==> src/rtl/microondas_pkg.sv <==
// Shared types and constants for the microwave power controller.
// State codes are fixed because estado is exported for display/debug.
package microondas_pkg;

  typedef enum logic [2:0] {
    OCIOSO    = 3'd0,
    LIGADO    = 3'd1,
    DESLIGADO = 3'd2,
    PAUSA     = 3'd3,
    BIP       = 3'd4
  } estado_pot_t;

  localparam logic [3:0] NIVEL_MAX = 4'd10;

  localparam int CICLO_JANELA_PADRAO   = 1000;
  localparam int PASSO_PADRAO          = 100;
  localparam int BIP_CICLOS_PADRAO     = 50;
  localparam int BIP_REPETICOES_PADRAO = 3;

  // Out-of-range requests (0 or above the maximum) cook at full power.
  function automatic logic [3:0] satura_nivel(input logic [3:0] nivel);
    if ((nivel == 4'd0) || (nivel > NIVEL_MAX)) begin
      satura_nivel = NIVEL_MAX;
    end else begin
      satura_nivel = nivel;
    end
  endfunction

endpackage

==> src/rtl/gerador_bip.sv <==
// End-of-cook beep pattern: BIP_REPETICOES x (BIP_CICLOS on, BIP_CICLOS off).
// fim is high during the final cycle of the last off interval.
module gerador_bip
  import microondas_pkg::*;
#(
  parameter int BIP_CICLOS     = BIP_CICLOS_PADRAO,
  parameter int BIP_REPETICOES = BIP_REPETICOES_PADRAO
) (
  input  logic clk100Hz,
  input  logic clrn,
  input  logic inicio,
  output logic bip,
  output logic fim
);

  localparam int CW = $clog2(BIP_CICLOS + 1);
  localparam int RW = $clog2(BIP_REPETICOES + 1);
  localparam logic [CW-1:0] CNT_ULT = CW'(BIP_CICLOS - 1);
  localparam logic [RW-1:0] REP_ULT = RW'(BIP_REPETICOES - 1);

  logic          r_ativo;
  logic          r_bip;
  logic [CW-1:0] r_cnt;
  logic [RW-1:0] r_rep;
  logic          w_fim_intervalo;

  assign w_fim_intervalo = (r_cnt == CNT_ULT);

  // Interval and repetition counters; inicio restarts the pattern with bip high.
  always_ff @(posedge clk100Hz or negedge clrn) begin
    if (!clrn) begin
      r_ativo <= 1'b0;
      r_bip   <= 1'b0;
      r_cnt   <= '0;
      r_rep   <= '0;
    end else if (inicio) begin
      r_ativo <= 1'b1;
      r_bip   <= 1'b1;
      r_cnt   <= '0;
      r_rep   <= '0;
    end else if (r_ativo) begin
      if (w_fim_intervalo) begin
        r_cnt <= '0;
        if (r_bip) begin
          r_bip <= 1'b0;
        end else if (r_rep == REP_ULT) begin
          r_ativo <= 1'b0;
        end else begin
          r_rep <= r_rep + RW'(1);
          r_bip <= 1'b1;
        end
      end else begin
        r_cnt <= r_cnt + CW'(1);
      end
    end
  end

  assign bip = r_bip;
  assign fim = r_ativo & ~r_bip & w_fim_intervalo & (r_rep == REP_ULT);

endmodule

==> src/rtl/controle_potencia.sv <==
// Power-level duty-cycle controller with pause/resume and end-of-cook beep.
// mag_on is gated combinationally by the door so opening it cuts power at once.
module controle_potencia
  import microondas_pkg::*;
#(
  parameter int CICLO_JANELA   = CICLO_JANELA_PADRAO,
  parameter int PASSO          = PASSO_PADRAO,
  parameter int BIP_CICLOS     = BIP_CICLOS_PADRAO,
  parameter int BIP_REPETICOES = BIP_REPETICOES_PADRAO
) (
  input  logic       clk100Hz,
  input  logic       clrn,
  input  logic       ligar,
  input  logic       zero,
  input  logic       porta_fechada,
  input  logic [3:0] nivel,
  output logic       mag_on,
  output logic       bip,
  output logic [3:0] nivel_ativo,
  output logic [2:0] estado
);

  localparam int CNT_W = $clog2(CICLO_JANELA);
  localparam int LIM_W = 4 + $clog2(PASSO);
  localparam int CMP_W = (CNT_W > LIM_W) ? CNT_W : LIM_W;
  localparam logic [CNT_W-1:0] CNT_ULT = CNT_W'(CICLO_JANELA - 1);

  estado_pot_t      r_estado;
  estado_pot_t      w_estado_prox;
  logic [CNT_W-1:0] r_cnt;
  logic [CNT_W-1:0] w_cnt_prox;
  logic [CNT_W-1:0] w_cnt_inc;
  logic [3:0]       r_nivel_ativo;
  logic [3:0]       w_nivel_prox;
  logic             r_mag;
  logic             w_mag_prox;
  logic             w_inicio;
  logic             w_fim;
  logic [LIM_W-1:0] w_lim;
  logic             w_abaixo_inc;
  logic             w_abaixo_cnt;

  assign w_lim        = LIM_W'(r_nivel_ativo) * LIM_W'(PASSO);
  assign w_cnt_inc    = (r_cnt == CNT_ULT) ? '0 : r_cnt + CNT_W'(1);
  assign w_abaixo_inc = CMP_W'(w_cnt_inc) < CMP_W'(w_lim);
  assign w_abaixo_cnt = CMP_W'(r_cnt) < CMP_W'(w_lim);

  // State, duty counter, latched level and registered magnetron request.
  always_ff @(posedge clk100Hz or negedge clrn) begin
    if (!clrn) begin
      r_estado      <= OCIOSO;
      r_cnt         <= '0;
      r_nivel_ativo <= 4'd0;
      r_mag         <= 1'b0;
    end else begin
      r_estado      <= w_estado_prox;
      r_cnt         <= w_cnt_prox;
      r_nivel_ativo <= w_nivel_prox;
      r_mag         <= w_mag_prox;
    end
  end

  // Next state; cnt only advances while cooking, so a pause holds the window position.
  always_comb begin
    w_estado_prox = r_estado;
    w_cnt_prox    = r_cnt;
    w_nivel_prox  = r_nivel_ativo;
    case (r_estado)
      OCIOSO: begin
        if (ligar) begin
          w_nivel_prox  = satura_nivel(nivel);
          w_cnt_prox    = '0;
          w_estado_prox = LIGADO;
        end else begin
          w_estado_prox = OCIOSO;
        end
      end
      LIGADO, DESLIGADO: begin
        if (zero) begin
          w_estado_prox = BIP;
        end else if (!ligar || !porta_fechada) begin
          w_estado_prox = PAUSA;
        end else begin
          w_cnt_prox    = w_cnt_inc;
          w_estado_prox = w_abaixo_inc ? LIGADO : DESLIGADO;
        end
      end
      PAUSA: begin
        if (zero) begin
          w_estado_prox = BIP;
        end else if (ligar && porta_fechada) begin
          w_estado_prox = w_abaixo_cnt ? LIGADO : DESLIGADO;
        end else begin
          w_estado_prox = PAUSA;
        end
      end
      BIP: begin
        if (w_fim) begin
          w_estado_prox = OCIOSO;
        end else begin
          w_estado_prox = BIP;
        end
      end
      default: begin
        w_estado_prox = OCIOSO;
      end
    endcase
  end

  // Registered-output requests derived from the next state.
  always_comb begin
    w_mag_prox = (w_estado_prox == LIGADO);
    w_inicio   = (w_estado_prox == BIP) && (r_estado != BIP);
  end

  gerador_bip #(
    .BIP_CICLOS     (BIP_CICLOS),
    .BIP_REPETICOES (BIP_REPETICOES)
  ) u_gerador_bip (
    .clk100Hz (clk100Hz),
    .clrn     (clrn),
    .inicio   (w_inicio),
    .bip      (bip),
    .fim      (w_fim)
  );

  assign mag_on      = r_mag & porta_fechada;
  assign nivel_ativo = r_nivel_ativo;
  assign estado      = r_estado;

endmodule
==> config.mk <==
export PLATFORM = sky130hd
export DESIGN_NAME = controle_potencia
export DESIGN_NICKNAME = d
export VERILOG_FILES = /design/src/rtl/microondas_pkg.sv /design/src/rtl/gerador_bip.sv /design/src/rtl/controle_potencia.sv
export SDC_FILE = /design/constraint.sdc
export NUM_CORES = 1
export LEC_CHECK = 0
export BUFFER_PORTS_ARGS = -buffer_cell sky130_fd_sc_hd__buf_2
export CAP_MARGIN = 30
export CORE_MARGIN = 3
export CORE_UTILIZATION = 41
export DETAILED_ROUTE_END_ITERATION = 12
export GPL_ROUTABILITY_DRIVEN = 0
export SLEW_MARGIN = 5
export SYNTH_ARGS = -nofsm -noshare
export SYNTH_HDL_FRONTEND = slang
export SYNTH_SLANG_ARGS = --single-unit
==> constraint.sdc <==
create_clock -name clk100Hz -period 5.5 [get_ports clk100Hz]
set_input_delay 0.275 -clock clk100Hz [delete_from_list [all_inputs] [get_ports clk100Hz]]
set_output_delay 0.275 -clock clk100Hz [all_outputs]
set_load 0.03 [all_outputs]
# After elaboration in Yosys (flattened, before gate mapping)
# Index checks and enable logic that the tools add are counted.
dict set report word_totals {
  wordCells 83
  register_bits 28
}
dict set report classes {
  eq_ne 15
  add_sub_neg 3
  mul 1
  mux 32
  n_reduce_logical 16
  bitwise 5
  n_lt_le_gt_ge 3
}
# cell count
set ops {}
lappend ops {{two-way mux 10 bit} 4}
lappend ops {{less-than comparator 10 x 11 -> 1 bit} 2}
lappend ops {{one-hot mux 10 bit (2 select lines)} 1}
lappend ops {{two-way mux 2 bit} 9}
lappend ops {{two-way mux 6 bit} 3}
lappend ops {{one-hot mux 3 bit (4 select lines)} 1}
lappend ops {{adder 10 x 1 -> 10 bit (second input constant)} 1}
lappend ops {{equality test 10 bit (second input constant)} 1}
lappend ops {{two-way mux 1 bit} 10}
lappend ops {{multiplier 4 x 5 -> 9 bit (second input constant)} 1}
lappend ops {{two-way mux 3 bit} 3}
lappend ops {{AND reduction 4 bit} 2}
lappend ops {{adder 6 x 1 -> 6 bit (second input constant)} 1}
lappend ops {{equality test 3 x 1 -> 1 bit (second input constant)} 2}
lappend ops {{equality test 3 x 2 -> 1 bit (second input constant)} 2}
lappend ops {{equality test 3 bit (second input constant)} 2}
lappend ops {{equality test 6 bit (second input constant)} 1}
lappend ops {{!= test 2 bit (second input constant)} 3}
lappend ops {{nonzero test 2 bit} 3}
lappend ops {{bitwise AND 1 bit} 4}
lappend ops {{> comparator 4 bit (second input constant)} 1}
lappend ops {{logical NOT 4 bit} 1}
lappend ops {{two-way mux 4 bit} 1}
lappend ops {{!= test 2 x 1 -> 1 bit (second input constant)} 2}
lappend ops {{10 further kinds} 14}

# Longest topological paths before layout
dict set report depth {
  word_depth 11
  mapped_depth 12
}

# Hierarchy
# From an unflattened synthesis, not the netlist that was laid out.
dict set report hier_totals {
  cells_unflattened 248
  area_unflattened_um2 2210.9
}
# module area_per_inst_um2 instances cells_each
set by_module_without_submodules {}
lappend by_module_without_submodules {controle_potencia 1630.3 1 185}
lappend by_module_without_submodules {gerador_bip 580.6 1 63}

# Worst setup path before layout
# Ideal clock, no wire load.
dict set report synth_timing {
  kind {reg2reg}
  from {register r_nivel_ativo[0] (netlist: nivel_ativo[0])}
  to {register r_estado[1] (netlist: estado[1])}
  arrival_time_ns 2.854
  required_ns 5.381
  stages_incl_launch_ff 12
  synth_period_minus_slack_ns 2.973
  slack_ns 2.527
  cell_sequence {dfrtp_1 -> ha_1 -> ha_1 -> inv_1 -> fa_1 -> xor2_1 -> ha_1 -> a21o_1 -> a221o_2 -> nor3_1 -> a211oi_1 -> o21ba_2}
}
dict set report synth_between {
  elab_chain_cells 6
  elab_cells_between_ends 10
}
# element line
set synth_lines {}
lappend synth_lines {{from (decl)} controle_potencia.sv:33} ;# logic [3:0] r_nivel_ativo;
lappend synth_lines {{from (signal assigned)} controle_potencia.sv:58} ;# r_nivel_ativo <= w_nivel_prox;
lappend synth_lines {{multiplier 4 x 5 -> 9 bit (*)} controle_potencia.sv:43} ;# assign w_lim = LIM_W'(r_nivel_ativo) * LIM_W'(PASSO);
lappend synth_lines {{less-than comparator 10 x 11 -> 1 bit, on equally long branches} {controle_potencia.sv:46, controle_potencia.sv:45}}
lappend synth_lines {{two-way mux 2 bit, on equally long branches} {controle_potencia.sv:92, controle_potencia.sv:85}}
lappend synth_lines {{two-way mux 2 bit, on equally long branches} {controle_potencia.sv:91, controle_potencia.sv:81}}
lappend synth_lines {{two-way mux 3 bit, on equally long branches} {controle_potencia.sv:89, controle_potencia.sv:79}}
lappend synth_lines {{one-hot mux 3 bit (4 select lines) (*)} controle_potencia.sv:68} ;# case (r_estado)
lappend synth_lines {{named net w_estado_prox[1]} controle_potencia.sv:29} ;# estado_pot_t w_estado_prox;
lappend synth_lines {{to (signal assigned)} controle_potencia.sv:56} ;# r_estado <= w_estado_prox;
lappend synth_lines {{to (decl)} controle_potencia.sv:28} ;# estado_pot_t r_estado;
# Mark *: on every way through the listed nets, which the timed path passes. The rest lies on a longest branch.
# A chain may end at the register's enable or synchronous reset.

# Worst setup path after layout
dict set report layout_timing {
  from {register r_cnt[0]}
  to {register r_estado[1] (netlist: estado[1])}
}
dict set report layout_between {
  elab_chain_cells 7
  elab_cells_between_ends 12
}
# element line
set layout_lines {}
lappend layout_lines {{from (decl)} controle_potencia.sv:30} ;# logic [CNT_W-1:0] r_cnt;
lappend layout_lines {{from (signal assigned)} controle_potencia.sv:57} ;# r_cnt <= w_cnt_prox;
lappend layout_lines {{adder 10 x 1 -> 10 bit or equality test 10 bit (tied branches)} controle_potencia.sv:44} ;# assign w_cnt_inc = (r_cnt == CNT_ULT) ? '0 : r_cnt + CNT_W'(1);
lappend layout_lines {{two-way mux 10 bit} controle_potencia.sv:44}
lappend layout_lines {{less-than comparator 10 x 11 -> 1 bit} controle_potencia.sv:45} ;# assign w_abaixo_inc = CMP_W'(w_cnt_inc) < CMP_W'(w_lim);
lappend layout_lines {{two-way mux 2 bit} controle_potencia.sv:85} ;# w_estado_prox = w_abaixo_inc ? LIGADO : DESLIGADO;
lappend layout_lines {{two-way mux 2 bit} controle_potencia.sv:81} ;# end else if (!ligar || !porta_fechada) begin
lappend layout_lines {{two-way mux 3 bit} controle_potencia.sv:79} ;# if (zero) begin
lappend layout_lines {{one-hot mux 3 bit (4 select lines) (*)} controle_potencia.sv:68}
lappend layout_lines {{named net w_estado_prox[1]} controle_potencia.sv:29}
# Marked as above.

==> reports/summary.txt <==
Worst setup path class: flip-flop to flip-flop
Seq/Total Area, Yosys: 33.5%
Critical Path Fanout Max: 5
Relative slew margins: 56.0%
Slew Limit Fails: 0
Yosys warns: 0
EDFF count, synth: 0
Post-route ant nets: 0
Worst Hold Class: input port to asynchronous set/reset pin
# DRC: 0
Lkg Pwr: 1.10 nW
Starting density of the core: 43.5%
Synth top area cells: dfrtp_1 33%, ha_1 16%, xnor2_1 5.0%
TritonCTS clock tree: yes
Site Rows: 25
Clock Sinks: 28
Post-synth top area cell: dfrtp_1
Drt wl/cell: 13.4 um
Synth Instances: 231
Setup Buffers After CTS: 0
Syn_area_per_cell: 9.07 um2
Largest net degree at the start of global routing: 29
CTS buffer count: 3
Skew-Pair Late Insertion Delay: 0.28 ns
Slowest-stage cell, CP: dfrtp_1
Unrepaired setup endpoints after global routing: no
Crit path largest cell delay: 0.41 ns
Layout cell share with drive strength beyond 1: 13.7%
Die height: 77.5 um
Most common cell in the synthesized netlist: dfrtp_1
CP Cell Sequence: ha_1, nand3_1, nor3_1, nand3_1, xnor2_1, nor2_1, ha_1, a21o_1, a221o_2, nor3_1, a211oi_1, o21ba_2
Final Power: 1.04 mW
Clock Skew: 0.00695 ns
Cell Pwr Density: 447 mW/mm2
Total wire length: 4230 um
Startpoint types: flip-flop
Vias in the first global route: 1660
DPL Wire Length: 3230 um
Pre-antenna DRT Iters: 4
Clk Tree Root Cell: clkbuf_8
Unique cell type count in the Yosys netlist: 52
Yosys top cell area share: 33.5%
Fillers: 478
Die area: 0.00600 mm2
Core Util, Final: 48.1%
Clock buffer depth: 2
Post-route setup slack: 2.35 ns
CTS hold repair buffers: 0
Iter 0 DRT Violations: 127
Final hold vios: 0
Register Area: 701 um2
FF+latch count, synth: 28
Outcome: finished, final reports clean
Mapped Nets: 268
# H-tree levels: 1
Initial antenna violation count: 0
MaxCap Viol Count: 0
Clk slew on worst S/H paths: 0.11 ns
Worst vdd ir: 0.264 mV
Mapped cell area: 0.00209 mm2
Routed vias: 1669
Final layout net count: 287
Area of the multi-input gates: 0.00129 mm2
Wire length of the first global-routing pass: 7760 um
Worst setup EP type: flip-flop
Worst slew pin tran: 0.659 ns
I/O pin count: 18
Fmax: 317 MHz
Worst slack, placed: 2.37 ns
CP Data Required Time: 5.68 ns
Grt ovf: 0
Gr usage total: 15.8%
Post_cts resized: 0
N_diodes: 0
PortBufs: 17
Die Wd: 77.5 um
Area grow syn2layout: 10.5%
Top_reg_cell synth: dfrtp_1
Post-synthesis async set-or-reset flop share: 100%
Most frequent cells after synthesis: 28 x dfrtp_1, 27 x ha_1, 19 x inv_1
Final setup viols: 0
Worst endpoint data arrival time: 3.33 ns
Routed vias/inst: 5.28
Setup TNS: 0 ns
Final period utilization: 57.4%
Post-route minimum period: 3.15 ns
Core Box Area: 0.00482 mm2
## critical path, delay by kind of cell (launching register included)
family	cells	cell delay (ns)
flip-flops	1	0.41
AND/OR/NAND/NOR	5	1.06
adder cells (fa/ha/maj)	2	0.60
AO/OA/AOI/OAI	4	0.79
XOR/XNOR	1	0.18
## metrics by stage
stage	instances	cell area (um2)	hold WS [ns]
4_1_cts	316	2310	0.0364
3_3_place_gp	312	2240	0.344
2_1_floorplan	231	2090	-0.0206
3_5_place_dp	312	2240	0.351
5_1_grt	316	2310	0.0527
6_report	316	2310	0.00970
## routing by layer
metal | vias up | global-route usage, % | part of all wire, %
met5 | - | 0 | 0
met4 | 0 | 4.80 | 1.9
met3 | 8 | 1.86 | 2.9
met2 | 30 | 25.6 | 45
met1 | 770 | 22.0 | 51
li1 | 861 | - | -
## cell families after synthesis
logic type,share of synthesized area (%)
simple gates,20.8
compound gates,16.4
fa+ha+maj,17.1
flops,33.5
buf+inv,4.72
xor+xnor,5.44
mux,2.03
## placed cells by master, fill, tap and decap left out, types with 9 or more instances in the layout
master	netlist	routed
o21ai_0	10	10
ha_1	27	27
xnor2_1	12	12
nor2_1	18	18
buf_2	1	17
nand2_1	17	17
nand3_1	9	9
dfrtp_1	28	28
a21oi_1	14	14
inv_1	19	19
## registers in the layout (all words and copies together) (netlist names)
name	cells
r_cnt	10
r_mag	1
u_gerador_bip.r_ativo	1
estado	3
u_gerador_bip.r_cnt	6
u_gerador_bip.r_rep	2
u_gerador_bip.bip	1
nivel_ativo	4
## final cells by class
type,count,area share (%)
repair buffers,18,4.00
multi-input cells,180,55.9
well taps,67,3.62
clock inverters,1,1.30
clock buffers,3,1.78
flip-flops and latches,28,30.3
inverters,19,3.08
## path summary, 6_finish.rpt
path | from | to | slack [ns] | depth (start not counted)
worst max register to register | r_cnt[0]$_DFFE_PN0P_ | estado[1]$_DFF_PN0_ | 2.35 | 12
worst min-delay path | clrn | r_cnt[3]$_DFFE_PN0P_ | 0.01 | 1
min in group clk100Hz | nivel[0] | nivel_ativo[0]$_DFFE_PN0P_ | 0.26 | 3
max in group asynchronous | clrn | estado[1]$_DFF_PN0_ | 5.07 | 1
worst max-delay path | r_cnt[0]$_DFFE_PN0P_ | estado[1]$_DFF_PN0_ | 2.35 | 12
worst min register to register | u_gerador_bip.r_rep[0]$_DFFE_PN0P_ | u_gerador_bip.r_rep[0]$_DFFE_PN0P_ | 0.48 | 1
## power breakdown
part	switching, mW	internal, mW
clock	0.0711	0.0976
combinational	0.325	0.219
sequential	0.0633	0.260
No activity file was read; power rests on OpenSTA's default activity.
